<file path="src/rtl/fifo_write_arbiter.sv">
// Round-robin arbiter sharing one FIFO write port among NUM_REQ producers.
// The winner keeps the port for up to MAX_BURST beats, or until it withdraws.
`timescale 1ns/1ps
module fifo_write_arbiter #(
    parameter int unsigned NUM_REQ   = 4,
    parameter int unsigned WIDTH     = 64,
    parameter int unsigned MAX_BURST = 4
) (
    input  logic                       clk,
    input  logic                       reset,
    input  logic [NUM_REQ-1:0]         req_valid,
    input  logic [NUM_REQ*WIDTH-1:0]   req_data,
    output logic [NUM_REQ-1:0]         req_ready,
    input  logic                       fifo_full,
    output logic                       fifo_wen,
    output logic [WIDTH-1:0]           fifo_din,
    output logic [$clog2(NUM_REQ)-1:0] grant_id,
    output logic                       busy
);

    localparam int unsigned IdW  = $clog2(NUM_REQ);
    localparam int unsigned CntW = $clog2(MAX_BURST) + 1;

    localparam logic StIdle  = 1'b0;
    localparam logic StGrant = 1'b1;

    logic             state_q, state_d;
    logic [IdW-1:0]   owner_q, owner_d;
    logic [IdW-1:0]   rr_ptr_q, rr_ptr_d;
    logic [CntW-1:0]  beat_cnt_q, beat_cnt_d;
    logic [IdW-1:0]   pick;
    logic [IdW-1:0]   idx;
    logic [IdW-1:0]   owner_next;
    logic             owner_valid;
    logic             burst_done;
    logic [WIDTH-1:0] data_arr [NUM_REQ];

    for (genvar g = 0; g < NUM_REQ; g++) begin : g_unpack
        assign data_arr[g] = req_data[g*WIDTH +: WIDTH];
    end

    // Scan from the highest offset down so the lowest offset from rr_ptr wins.
    always_comb begin
        pick = rr_ptr_q;
        idx  = '0;
        for (int i = int'(NUM_REQ) - 1; i >= 0; i--) begin
            idx = IdW'((32'(rr_ptr_q) + 32'(i)) % NUM_REQ);
            if (req_valid[idx]) begin
                pick = idx;
            end
        end
    end

    assign owner_valid = req_valid[owner_q];
    assign owner_next  = (owner_q == IdW'(NUM_REQ - 1)) ? '0 : owner_q + IdW'(1);

    always_comb begin
        req_ready = '0;
        fifo_wen  = 1'b0;
        fifo_din  = '0;
        if (state_q == StGrant) begin
            req_ready[owner_q] = !fifo_full;
            fifo_wen           = owner_valid & !fifo_full;
            fifo_din           = data_arr[owner_q];
        end
    end

    assign burst_done = fifo_wen && (beat_cnt_q == CntW'(MAX_BURST - 1));

    always_comb begin
        state_d    = state_q;
        owner_d    = owner_q;
        rr_ptr_d   = rr_ptr_q;
        beat_cnt_d = beat_cnt_q;
        case (state_q)
            StIdle: begin
                if (|req_valid) begin
                    state_d    = StGrant;
                    owner_d    = pick;
                    beat_cnt_d = '0;
                end
            end
            StGrant: begin
                // A full FIFO blocks the beat but never the ownership.
                if (!owner_valid || burst_done) begin
                    state_d    = StIdle;
                    rr_ptr_d   = owner_next;
                    beat_cnt_d = '0;
                end else if (fifo_wen) begin
                    beat_cnt_d = beat_cnt_q + CntW'(1);
                end
            end
            default: state_d = StIdle;
        endcase
    end

    always_ff @(posedge clk or negedge reset) begin
        if (!reset) begin
            state_q    <= StIdle;
            owner_q    <= '0;
            rr_ptr_q   <= '0;
            beat_cnt_q <= '0;
        end else begin
            state_q    <= state_d;
            owner_q    <= owner_d;
            rr_ptr_q   <= rr_ptr_d;
            beat_cnt_q <= beat_cnt_d;
        end
    end

    assign grant_id = owner_q;
    assign busy     = (state_q == StGrant);

endmodule

</file>
<file path="config.mk">
export PLATFORM = sky130hd
export DESIGN_NAME = fifo_write_arbiter
export DESIGN_NICKNAME = d
export VERILOG_FILES = /design/src/rtl/fifo_write_arbiter.sv
export SDC_FILE = /design/constraint.sdc
export NUM_CORES = 1
export LEC_CHECK = 0
export ABC_AREA = 1
export CAP_MARGIN = 30
export CORE_AREA = 5 5 128 130
export CTS_CLUSTER_DIAMETER = 40
export DETAILED_ROUTE_END_ITERATION = 8
export DIE_AREA = 0 0 133 135
export PLACE_DENSITY = 0.67
export SETUP_SLACK_MARGIN = 0.3
export SLEW_MARGIN = 15
export SYNTH_ARGS = -nofsm -noshare
export SYNTH_HDL_FRONTEND = slang
export SYNTH_SLANG_ARGS = --single-unit
</file>
<file path="constraint.sdc">
create_clock -name clk -period 2 [get_ports clk]
set_input_delay 0.4 -clock clk [delete_from_list [all_inputs] [get_ports clk]]
set_output_delay 0.4 -clock clk [all_outputs]
set_load 0.01 [all_outputs]
</file>
==> impl_results.md, run 1 <==
* GPL Wtd Cong at around 0.85
* Std-Cell Rows at 45
* Max-cap violations at 0
* Largest delay share family, worst path: flip-flops
* Slowest cell delay on critical path at roughly 550 ps
* Antenna diode count at 0
* Synth-to-Final Area Change at 153%
* Final setup violation count at 39
* Max-Slew Margin vs Limit at between 70% and 80%
* Die Span Y at ~140 um
* DP HPWL at 13900 um
* YS warnings at 0
* Fmax at 473 MHz
* RSZ-0062 raised after global routing: yes
* Clock sinks at 8
* GR Util All Layers at between 10% and 20%
* Critical path startpoint: grant_id[0]$_DFFE_PN0P_
* CTS tree: done
* Startpoint types: flop
* CP Max Fanout at 9
* Most Frequent Cell on Critical Path: nor2_1
* CP Cell Sequence: buf_12, nor2_1, nor2_1, o21ai_0, a21oi_1, clkbuf_2
* Share of cells above drive strength 1 at about a quarter
* Hold Path Class: input pin to asynchronous set/reset pin
* Hold Vio Cnt, Final at 0
* Placed cell areas at ~6700 um^2
* Final nets at around 1200
* Post-synth cell types at 22
* Req. time, crit path at 1600 ps
* Slew Limit Fails at 0
* Pleak at 3.15 nW
* Residual DRC at 0
* Arrival @ worst endpoint at ~1700 ps
* First-pass GRT wire length at 26200 um
* Final wirelength at approximately 20000 um
* CP Capture Type: output port
* WL/cell at 16.8 um
* H-tree Lvls at 1
* Io pins at ~340
* Non-Filler Instances at ~1200
* Final min period at 2110 ps
* Number of fill cells at 1543
* Worst path bufs/invs at 2
* Worst R2R Start: grant_id[0]$_DFFE_PN0P_
* Multi-input logic area at between 2000 and 3000 um^2
* Synth Area per Inst at around 4.8 um^2
* Synth Register Bits at 8
* Finished Cell Area at around 7300 um^2
* Iter 0 DRT Violations at 232
* R2r setup slk at 250 ps
* Post-Syn Instances at slightly above 600
* Pwr Density at roughly 1300 nW/um^2
* Clock-pin slew on the worst setup and hold paths at 40 ps
* Crit path kind: flop to output port
* Crit share post-route at 106%
* Starting Density at roughly 19%
* Failing checks: negative setup slack
* Post-synth design cell area at ~2900 um^2
* Vias per Instance at 4.64
* Root Driver: clkbuf_16
* Worst-Margin Slew at between 400 and 500 ps
* First-pass iteration count of the detailed router at 5
* Slowest stage cell, crit path: dfrtp_4
* GRT Residual Overflow at 0
* IR drop worst, VDD at a little over 1 mV
* CTS buffer count at 3
* Hold-fix buffers, CTS at 0
* Outcome: finished with violations
* Vias in the first global route at about 4800
* Max clock buf depth at 2
* Die X at around 130 um
* Final Worst Setup Slack at -113 ps
* Placed cells at between 1000 and 1500
* Largest net degree at the start of global routing at 45
* Clock skew at 0.665 ps
* ANT nets after route at 0
* Antenna violations before repair at 0
* Die ar. at about 18000 um^2
* Core Area at 15000 um^2
* Synth Net Count at around 900
* IO Port Bufs at 334
* Detailed-route via count at 5397
* Part of the Yosys area used for sequential elements at under 10%
* Clk_lat worst skew at approximately 230 ps
* Sequential Area at approximately 210 um^2
==> synthesized netlist by cell type <==
master    count  area share, %
nand2_2       5            1.1
ha_1          6            2.6
buf_6         2           0.77
a21oi_1      64             11
nand3_1       9            1.5
inv_1        17            2.2
nand4_1       1           0.22
o22ai_1       1           0.22
nand2_1      38            4.9
clkbuf_2      1           0.17
inv_2         2           0.26
o21ai_0     129             22
mux2i_1       1           0.34
o21ai_1       8            1.4
dfrtp_1       8            6.9
buf_4        14            3.6
nand3_2       2           0.69
buf_2        15            2.6
nor2_1      263             34
clkbuf_1     19            2.5
nand3_4       1           0.60
inv_6         1           0.30
==> worst paths after layout <==
kind                            cells after the start                         to
worst min register to register                      1  beat_cnt_q[0]$_DFFE_PN0P_
worst max register to register                     11  beat_cnt_q[0]$_DFFE_PN0P_
max in group asynchronous                           1    grant_id[0]$_DFFE_PN0P_
worst min-delay path                                1    rr_ptr_q[0]$_DFFE_PN0P_
min in group clk                                    1  beat_cnt_q[0]$_DFFE_PN0P_
worst max-delay path                                6               fifo_din[13]
==> where the power goes <==
part	switching (mW)	internal, mW
clock network	0.0786	0.266
logic	4.55	4.23
registers	0.131	0.238
total	4.76	4.74
==> area by class of cell <==
cell class / instances / area share, %
repair inverters: 1 / 0.119
repair buffers: 413 / 56.1
multi-input cells: 528 / 35.5
clock buffers: 4 / 1.07
inverters: 20 / 1.23
well taps: 188 / 3.20
flip-flops and latches: 8 / 2.79
==> cells by family after synthesis <==
kind of cell	after synthesis	synth area share [%]
DFF	8	6.89
muxes	1	0.344
AOI/OAI and AO/OA	202	34.8
buffers and inverters	71	12.4
adders and majority gates	6	2.58
and+or+nand+nor	319	43.0
==> stage by stage <==
step | total power, mW | TNS [ps] | setup slack (ps) | hold WS [ps] | utilization (%)
floorplan | 4.24 | 0 | 293 | 104 | -
finish | 9.49 | -2010 | -113 | 473 | 48.9
CTS | 8.19 | -7600 | -425 | 487 | 44.9
global placement | 8.06 | -11650 | -353 | 474 | 44.6
global route | 10.3 | -7550 | -231 | 502 | 48.9
detailed placement | 8.10 | -12040 | -349 | 479 | 44.6
==> state kept, by name, summed over array words and instances (netlist names) <==
| name | count |
|---|---|
| beat_cnt_q | 3 |
| grant_id | 2 |
| rr_ptr_q | 2 |
| busy | 1 |
==> per-layer routing <==
layer	routed length [um]	track usage (%)	up-vias	part of all wire [%]
li1	-	-	2718	-
met3	1480	3.61	10	7.5
met1	7900	22.2	2442	40
met4	159	2.02	0	0.81
met5	0	0	-	0
met2	10000	32.2	227	51
==> repair_timing <==
| action | in CTS | in global routing |
|---|---|---|
| resized for setup | 175 | 267 |
| pin swaps | 0 | 70 |
| cloned | 2 | 11 |
| setup endpoints to repair | 71 | 79 |
| buffers inserted | 1 | 24 |
==> cells in the final DEF, fill, tap and decap left out, types with 6 or more instances in the layout <==
master	netlist	routed
a21oi_1	64	61
inv_1	17	14
dfrtp_1	8	6
nor2_2	0	29
clkbuf_16	0	10
buf_4	14	28
nor2_4	0	12
buf_6	2	19
clkdlybuf4s50_1	0	261
buf_12	0	17
clkbuf_2	1	9
buf_2	15	60
nand3_1	9	7
nand2_1	38	35
o21ai_1	8	64
o21ai_2	0	6
o21ai_0	129	67
nor2_1	263	222
Note: power is estimated with default switching activity, not from simulation.
==> run 2: changes to the inputs <==
--- a/config.mk
+++ b/config.mk
@@ -17,3 +17,4 @@
 export SYNTH_ARGS = -nofsm -noshare
 export SYNTH_HDL_FRONTEND = slang
 export SYNTH_SLANG_ARGS = --single-unit
+export TNS_END_PERCENT = 10
==> impl_results.md, run 2 (synthesized netlist as in run 1, its figures left out) <==
* Fmax at 482 MHz (was 473 MHz)
* Vias in the first global route at 4804 (was 4766)
* Met3 wire length at 1340 um (was 1480 um)
* Clock sinks at 8 (unchanged)
* Post-Route M1 WL at 7340 um (was 7900 um)
* Slew Limit Fails at 0 (unchanged)
* Worst-Margin Slew at 390 ps (was 412 ps)
* Share of cells above drive strength 1 at 21.0% (was 23.4%)
* GR Util All Layers at 17.3% (was 17.7%)
* Top layer in use: met4 (unchanged)
* Final core utilization at 47.7% (was 48.9%)
* Max-Slew Margin vs Limit at 73.9% (was 72.4%)
* Clock-pin slew on the worst setup and hold paths at 40 ps (about the same)
* H-tree Lvls at 1 (unchanged)
* Max-cap violations at 0 (unchanged)
* Sequential Area at 205 um^2 (unchanged)
* Most flops, register: beat_cnt_q (unchanged)
* ANT nets after route at 0 (unchanged)
* Starting Density at 19.3% (unchanged)
* Final nets at 1235 (was 1244)
* First-pass GRT wire length at 25700 um (was 26200 um)
* Largest net degree at the start of global routing at 30 (was 45)
* CP Capture Type: output port (unchanged)
* Startpoint types: flop (unchanged)
* CTS buffer count at 3 (unchanged)
* Pleak at 3.09 nW (was 3.15 nW)
* Clock skew at 2.28 ps (was 0.665 ps)
* Failing checks: negative setup slack (unchanged)
* Std-Cell Rows at 45 (unchanged)
* Number of flip-flops in the largest register at 3 (unchanged)
* IR drop worst, VDD at 0.607 mV (was 1.04 mV)
* Antenna diode count at 0 (unchanged)
* DP HPWL at 13900 um (about the same)
* Io pins at 335 (unchanged)
* RSZ-0062 raised after global routing: yes (unchanged)
* Final hold slack at 459 ps (was 473 ps)
* Outcome: finished with violations (unchanged)
* Most common cell after layout, fill and taps aside: clkdlybuf4s50_1 (unchanged)
* Detailed-route via count at 5280 (was 5397)
* Clk_lat worst skew at 230 ps (about the same)
* Residual DRC at 0 (unchanged)
* IO Port Bufs at 334 (unchanged)
* Core Area at 15000 um^2 (unchanged)
* Final Worst Setup Slack at -73.7 ps (was -113 ps)
* Pwr Density at 1270 nW/um^2 (was 1290 nW/um^2)
* GPL Wtd Cong at 0.883 (was 0.845)
* Max clock buf depth at 2 (unchanged)
* GRT Residual Overflow at 0 (unchanged)
* Die ar. at 18000 um^2 (unchanged)
* First-pass iteration count of the detailed router at 4 (was 5)
* Synth-to-Final Area Change at 147% (was 153%)
* Multi-input logic area at 2510 um^2 (was 2610 um^2)
* Final min period at 2070 ps (was 2110 ps)
* Final setup violation count at 49 (was 39)
* Req. time, crit path at 1600 ps (about the same)
* CTS tree: done (unchanged)
* Hold Vio Cnt, Final at 0 (unchanged)
* Arrival @ worst endpoint at 1670 ps (was 1710 ps)
* Most frequent cells in the layout: clkdlybuf4s50_1, nor2_1, o21ai_0 (unchanged)
* Final wirelength at 18000 um (was 19600 um)
* Number of fill cells at 1602 (was 1543)
* CP Max Fanout at 13 (was 9)
* Iter 0 DRT Violations at 224 (was 232)
* WL/cell at 15.6 um (was 16.8 um)
* Crit share post-route at 104% (was 106%)
* Die Span Y at 135 um (unchanged)
* Die X at 133 um (unchanged)
* Vias per Instance at 4.58 (was 4.64)
* Hold Path Class: input pin to asynchronous set/reset pin (unchanged)
* Root Driver: clkbuf_16 (unchanged)
* Crit path kind: flop to output port (unchanged)
* Met2 WL at 9050 um (was 10000 um)
* Antenna violations before repair at 0 (unchanged)
==> run 2: final cells by class <==
| type | count | share of cell area, % |
|---|---|---|
| Timing Repair Buffer | 405 | 56.3 |
| Multi-Input combinational cell | 528 | 35.0 |
| Tap cell | 188 | 3.28 |
| Sequential cell | 8 | 2.86 |
| Inverter | 20 | 1.48 |
| Clock buffer | 4 | 1.10 |
==> run 2: where the power goes <==
group / internal, mW / switching, mW
Combinational: 4.09 / 4.32
Clock: 0.266 / 0.0799
Sequential: 0.238 / 0.0935
Total: 4.60 / 4.50
==> run 2: worst max-delay path, stage by stage (launching register included) <==
cell and delay, ps:
dfrtp_4 510, buf_12 150, clkbuf_16 150, buf_12 140, nor2_2 90, nor2_1 40
o21ai_1 110, a21oi_1 80, buf_2 140
==> run 2: per-stage QoR <==
step                      power [mW]  TNS [ps]  area [um^2]  setup WS, ps  cells
final                           9.10     -1640         7180         -73.7   1153
after global routing            9.92     -6040         7180          -129   1153
after CTS                       8.43      -925         6820          -111   1142
after detailed placement        8.37    -12010         6840          -460   1134
after global placement          8.34    -11770         6840          -481   1134
after floorplan                 4.23         0         2910           283    607
==> run 2: routing by layer <==
metal	global-route usage, %	up-vias
met5	0	-
met4	3.58	0
met3	3.76	25
met2	31.2	210
met1	21.3	2343
li1	-	2702
==> run 2: what timing repair did <==
action,CTS,global route
hold buffers,0,0
gates resized for setup,308,108
buffers inserted,2,5
pin swaps,20,36
setup endpoints to repair,71,77
gates cloned,2,6
==> run 2: worst paths after layout <==
kind                                           startpoint                   endpoint  slack (ps)  cells past startpoint
max in group asynchronous                           reset    grant_id[0]$_DFFE_PN0P_        1230                      1
worst max-delay path              grant_id[0]$_DFFE_PN0P_               fifo_din[10]         -70                      8
worst min-delay path                                reset    rr_ptr_q[1]$_DFFE_PN0P_         460                      1
min in group clk                beat_cnt_q[0]$_DFFE_PN0P_  beat_cnt_q[0]$_DFFE_PN0P_         480                      1
worst max register to register    grant_id[0]$_DFFE_PN0P_  beat_cnt_q[0]$_DFFE_PN0P_         210                     11
worst min register to register  beat_cnt_q[0]$_DFFE_PN0P_  beat_cnt_q[0]$_DFFE_PN0P_         480                      1
